## config.mk

```make
export PLATFORM = sky130hd
export DESIGN_NAME = neokeon_rotr32_by1_fun
export DESIGN_NICKNAME = d
export VERILOG_FILES = /design/src/rtl/neokeon_rotr32_by1_fun_pkg.sv /design/src/rtl/neokeon_rotr_core.sv /design/src/rtl/neokeon_rotr32_by1_fun.sv
export SDC_FILE = /design/constraint.sdc
export NUM_CORES = 1
export LEC_CHECK = 0
export ABC_CLOCK_PERIOD_IN_PS = 1200
export CORE_MARGIN = 2
export CORE_UTILIZATION = 37
export CTS_CLUSTER_SIZE = 16
export DETAILED_ROUTE_END_ITERATION = 10
export HOLD_SLACK_MARGIN = 0.05
export PLACE_DENSITY = 0.78
export SYNTH_ARGS = -nofsm -noshare
export SYNTH_HDL_FRONTEND = slang
export SYNTH_SLANG_ARGS = --single-unit
export TNS_END_PERCENT = 100
```

## constraint.sdc

```tcl
create_clock -name inClk -period 1.2 [get_ports inClk]
set_clock_uncertainty 0.15 [all_clocks]
set_input_delay 0.36 -clock inClk [delete_from_list [all_inputs] [get_ports inClk]]
set_output_delay 0.36 -clock inClk [all_outputs]
set_load 0.1 [all_outputs]
```

## src/rtl/neokeon_rotr32_by1_fun_pkg.sv

```systemverilog
// Shared Neokeon word types and bit-permutation helpers.
// Reused by Theta and Pi1/Pi2 blocks.
package neokeon_rotr32_by1_fun_pkg;

  localparam int NEOKEON_WORD_W = 32;

  typedef logic [NEOKEON_WORD_W-1:0] word_t;

  // Right rotate by one: bit 0 wraps into bit 31.
  function automatic word_t rotr1(input word_t w);
    word_t r;
    r = '0;
    for (int i = 0; i < NEOKEON_WORD_W; i++) begin
      r[i] = w[(i + 1) % NEOKEON_WORD_W];
    end
    return r;
  endfunction

endpackage

```

## src/rtl/neokeon_rotr_core.sv

```systemverilog
// Combinational ROTR-by-1 permutation of one Neokeon word.
// Pure wiring, no arithmetic.
module neokeon_rotr_core
  import neokeon_rotr32_by1_fun_pkg::*;
(
  input  word_t data_i,
  output word_t data_o
);

  assign data_o = rotr1(data_i);

endmodule

```

## src/rtl/neokeon_rotr32_by1_fun.sv

```systemverilog
// Registered ROTR32-by-1 with one-cycle latency.
// Output data holds between valid words.
module neokeon_rotr32_by1_fun
  import neokeon_rotr32_by1_fun_pkg::*;
#(
  parameter int DATA_W  = 32,
  parameter int ROT_AMT = 1
) (
  input  logic              inClk,
  input  logic              inRst,
  input  logic              inValid,
  input  logic [DATA_W-1:0] inDataWord,
  output logic [DATA_W-1:0] outputData,
  output logic              outValid
);

  if (DATA_W != NEOKEON_WORD_W || ROT_AMT != 1) begin : g_bad_cfg
    $error("neokeon_rotr32_by1_fun: only DATA_W=32, ROT_AMT=1");
  end

  word_t rot_w;
  word_t data_d, data_q;
  logic  valid_d, valid_q;

  neokeon_rotr_core u_core (
    .data_i (inDataWord),
    .data_o (rot_w)
  );

  // Word is only looked at when qualified, so idle X/Z never propagates.
  always_comb begin
    data_d  = data_q;
    valid_d = 1'b0;
    if (inValid) begin
      data_d  = rot_w;
      valid_d = 1'b1;
    end
  end

  always_ff @(posedge inClk) begin
    if (inRst) begin
      data_q  <= '0;
      valid_q <= 1'b0;
    end else begin
      data_q  <= data_d;
      valid_q <= valid_d;
    end
  end

  assign outputData = data_q;
  assign outValid   = valid_q;

endmodule

```

==> impl.org <==
** Drt
- After detailed routing, the number of vias per cell comes to between 4 and 5.
- Number of routed nets with antenna violations :: 0
- After detailed routing, the met3 layer carries around 270 µm of wire.
- Dividing the detail-routed wire length by the instance count gives 13.0 µm.
- The highest metal layer carrying signal wires in the routed design is met4.
- Aggregate routed wire length :: 2860 µm
- After detailed routing, the number of remaining DRC violations is 0.
- Summed over all nets, wire length on met2 after detailed routing comes to ~1500 µm.
- Vias after detailed routing :: 987
- After detailed routing, the wire length on met1 is ~1100 µm.
- The first routing iteration left a little over 40 violations.
- The first TritonRoute pass finished after 3 iterations.

** Timing
- Based on the critical path, the design can be clocked at up to between 700 and 800 MHz.
- Setup repair after global routing could not meet its margin everywhere.
- Counting I/O delays and the setup requirement, the final critical path takes 1.39 ns.
- The max-slew violation total from the final report came to 0.
- Endpoints failing setup :: 33
- Hold timing on the final database bottoms out at a slack of 0.346 ns.
- Across all setup checks in the final design, the least slack found is -0.188 ns.
- The worst pin sits at a relative slew slack of 88.2%.
- In the finished design, the share of the clock period the worst path needs comes to 116%.
- At the pin with the least slew margin, the transition time is 0.172 ns.
- The final-report hold violation count came to 0.

** Power and ir drop
- VDD sags by at most ~0.001 V.
- The analysis attributes to cell leakage a power of 1.01 nW.
- The design draws ~0.0028 W.
- Part of the power in registers :: 43.8%
- Switching part of the total power :: 35.9%
- Cell internal power was estimated by the tool at 0.00181 W.
- Gate power share :: 35.9%
- Part of the total power dissipated in the clock network :: 20.3%
- For this design the ratio of total power to cell area is between 1000 and 1500 nW/µm².
- Summed over all nets, the switching power comes to 0.00102 W.

** CTS
- TritonCTS built the clock tree.
- In this run the deepest clock path goes through 2 buffers.
- Number of buffers added by the clock tree synthesis step :: 5
- Worst-Skew Late Latency :: 0.33 ns
- Post-CTS Hold Buffers :: 0
- Root buffer selected by CTS :: clkbuf_4
- After clock tree synthesis, the setup repair step added 0 buffers.
- Clock-pin slew on the worst setup and hold paths :: around 0.10 ns
- TritonCTS sink count :: 33
- In this run the number of H-tree levels came out at 2.

** Critical path
- Worst Path Max Fanout :: 2
- Critical R2R Launch :: outputData[31]$_SDFFE_PP0P_
- Timing startpoint of the critical path :: outputData[13]$_SDFFE_PP0P_
- Worst reg-to-reg setup slack :: slightly below 0.4 ns
- CP top delay family :: flip-flops
- The endpoint identified for the worst register-to-register timing path is outputData[31]$_SDFFE_PP0P_.
- Class of the most critical setup path :: register to output port
- CP Buf/Inv Count :: 1
- Worst path cell trace :: buf_12
- The worst setup path is captured at an output port.
- Startpoint kind of the worst setup timing path :: register
- Data on the critical path is required at its endpoint by just under 0.7 ns.
- Among all stages on the critical path, the largest delay is contributed by dfxtp_2.
- Measured in cells, the most critical reg-to-reg path has a length of 2.
- Data arrives at the worst endpoint at 0.88 ns.
- The largest single stage delay on the critical path is 0.37 ns.

** Min path
- Cell depth of the worst hold path :: 3
- The startpoint identified for the worst hold timing path is inValid.
- In this run the worst hold path is classified as primary input to register.
- The path with the worst hold slack has its endpoint at outValid$_SDFF_PP0_.

** Yosys
- Most frequent cell after synthesis :: dfxtp_1
- For this run, the register share of the synthesized area comes to 54.9%.
- Synth Flop Type :: dfxtp_1
- Cell taking the most area after synthesis :: dfxtp_1
- Warnings, synthesis :: 0
- In this run, synthesis inferred 0 flip-flops with an integrated enable.
- Number of library cell types mapped by synthesis :: 9
- Summing every instance area after synthesis gives about 1200 µm².
- Leading post-synthesis cells by cell area :: dfxtp_1 (55%), mux2i_1 (27%), nor2_1 (9.4%)
- When the netlist entered floorplanning its net count stood at 141.
- The cell count after synthesis came out at 106.
- Averaged over all synthesized cells, the footprint is 11.3 µm².
- Of all flip-flops after synthesis, the portion carrying an async set or reset was 0%.
- In this run, synthesis produced a sequential element count of 33.
- After synthesis, the largest area contributor takes up 54.9% of total cell area.
- Most frequent cells after synthesis :: dfxtp_1 (33), mux2i_1 (32), nor2_1 (30)

** Floorplan
- Starting Density :: between 30% and 40%
- The floorplan step defined a die boundary enclosing 3720 µm².
- X dimension of the die :: 61.0 µm
- During I/O placement, the number of pins put on the boundary was between 60 and 70.
- After floorplanning, the core was divided into 20 placement rows.
- In this run the vertical extent of the chip is 61.0 µm.
- Core area :: just over 3000 µm²

** Placed design
- OpenSTA, run right after detailed placement, puts the worst setup slack at -0.219 ns.
- Total half-perimeter wirelength after legalization and detailed placement :: 2240 µm
- Summing all placed instances gives a cell area of 2260 µm².
- Port Buffers :: between 60 and 70
- Weighted congestion reported at the end of routability-driven placement :: about 0.7
- Including well taps, the total number of placed cells is about 210.

** Global routing
- The number of antenna violations at the first check in global routing came to 0.
- All-Layer GR Usage :: 17.4%
- The via count of the first global-routing pass came to 1039.
- Global routing finished with a remaining overflow of 0.
- Wire length of the first global-routing pass :: 4620 µm
- Entering global routing, the biggest net connects 34 pins.

** Final layout
- After filler insertion, the fill cell instance count of the layout stands at 207.
- Count of non-filler cells in the finished layout :: 220
- The post-route netlist has between 40% and 50% of its cells at a drive strength greater than 1.
- After the last flow step, the layout net total stands at 210.
- Post-layout instance area :: 2320 µm²
- Relative to the synthesized area, the layout overhead comes to 93.0%.
- Diodes inserted :: 0

** Status
- Violated checks :: setup timing
- The run finished, with violations left.

** Flow run
- Max capacitance violation total :: 0
[power groups by stage]
stage	Clock [W]	Combinational, W	Sequential (W)
2_1_floorplan	0	0.000154	0.00170
3_3_place_gp	0	0.00101	0.00127
3_5_place_dp	0	0.00102	0.00127
4_1_cts	0.000600	0.00102	0.00124
5_1_grt	0.000642	0.00105	0.00125
6_report	0.000573	0.00102	0.00124
[layout make-up]
| type | count | area, µm² | area share, % |
|---|---|---|---|
| sequential | 33 | 707 | 30.5 |
| multi-input combinational | 65 | 452 | 19.5 |
| tap | 44 | 55.1 | 2.37 |
| timing repair buffer | 70 | 1060 | 45.5 |
| clock buffer | 6 | 41.3 | 1.78 |
| clock inverter | 2 | 10.0 | 0.431 |
[tightest hold or removal path: stages]
cell,delay (ns)
buf_2,0.14
buf_12,0.16
nor2b_1,0.13
[repair_timing]
| item | in CTS | in global routing |
|---|---|---|
| gates resized for setup | 0 | 2 |
| pin swaps | 0 | 0 |
| setup endpoints to repair | 33 | 33 |
[kinds of logic after synthesis]
group | Yosys count | share of synthesized area, %
DFF | 33 | 54.9
and+or+nand+nor | 33 | 10.9
muxes | 32 | 26.6
buffers and inverters | 8 | 7.49
[worst max-delay path by stage]
stage	cells past startpoint	end
after floorplan	0	outputData[0]
after global placement	3	outputData[24]$_SDFFE_PP0P_
after detailed placement	3	outputData[29]$_SDFFE_PP0P_
after CTS	1	outputData[30]
after global routing	1	outputData[21]
final	1	outputData[13]
[layer usage]
layer  vias to the layer above  track usage, %
met3                         4            7.04
met2                        42            29.3
li1                        485               -
met1                       456            18.1
met4                         0            10.2
met5                         -               0
[layout by cell type (no fill, tap or decap)]
| cell | n |
|---|---|
| dfxtp_4 | 2 |
| clkinv_2 | 2 |
| buf_12 | 36 |
| clkdlybuf4s50_1 | 33 |
| clkbuf_4 | 5 |
| nor2_1 | 30 |
| nor2b_1 | 1 |
| mux2i_1 | 32 |
| clkbuf_1 | 1 |
| nor2_2 | 2 |
| buf_2 | 1 |
| dfxtp_2 | 31 |
[sequential cells by signal (all words and copies together) (netlist names)]
register	flops
outputData	32
outValid	1
[stage by stage]
| stage | utilization [%] | setup TNS (ns) |
|---|---|---|
| 2_1_floorplan | - | 0 |
| 3_3_place_gp | 73.6 | -6.28 |
| 3_5_place_dp | 73.6 | -6.87 |
| 4_1_cts | 75.2 | -6.49 |
| 5_1_grt | 75.4 | -6.96 |
| 6_report | 75.4 | -5.84 |
Power figures use the tool's default switching activity.
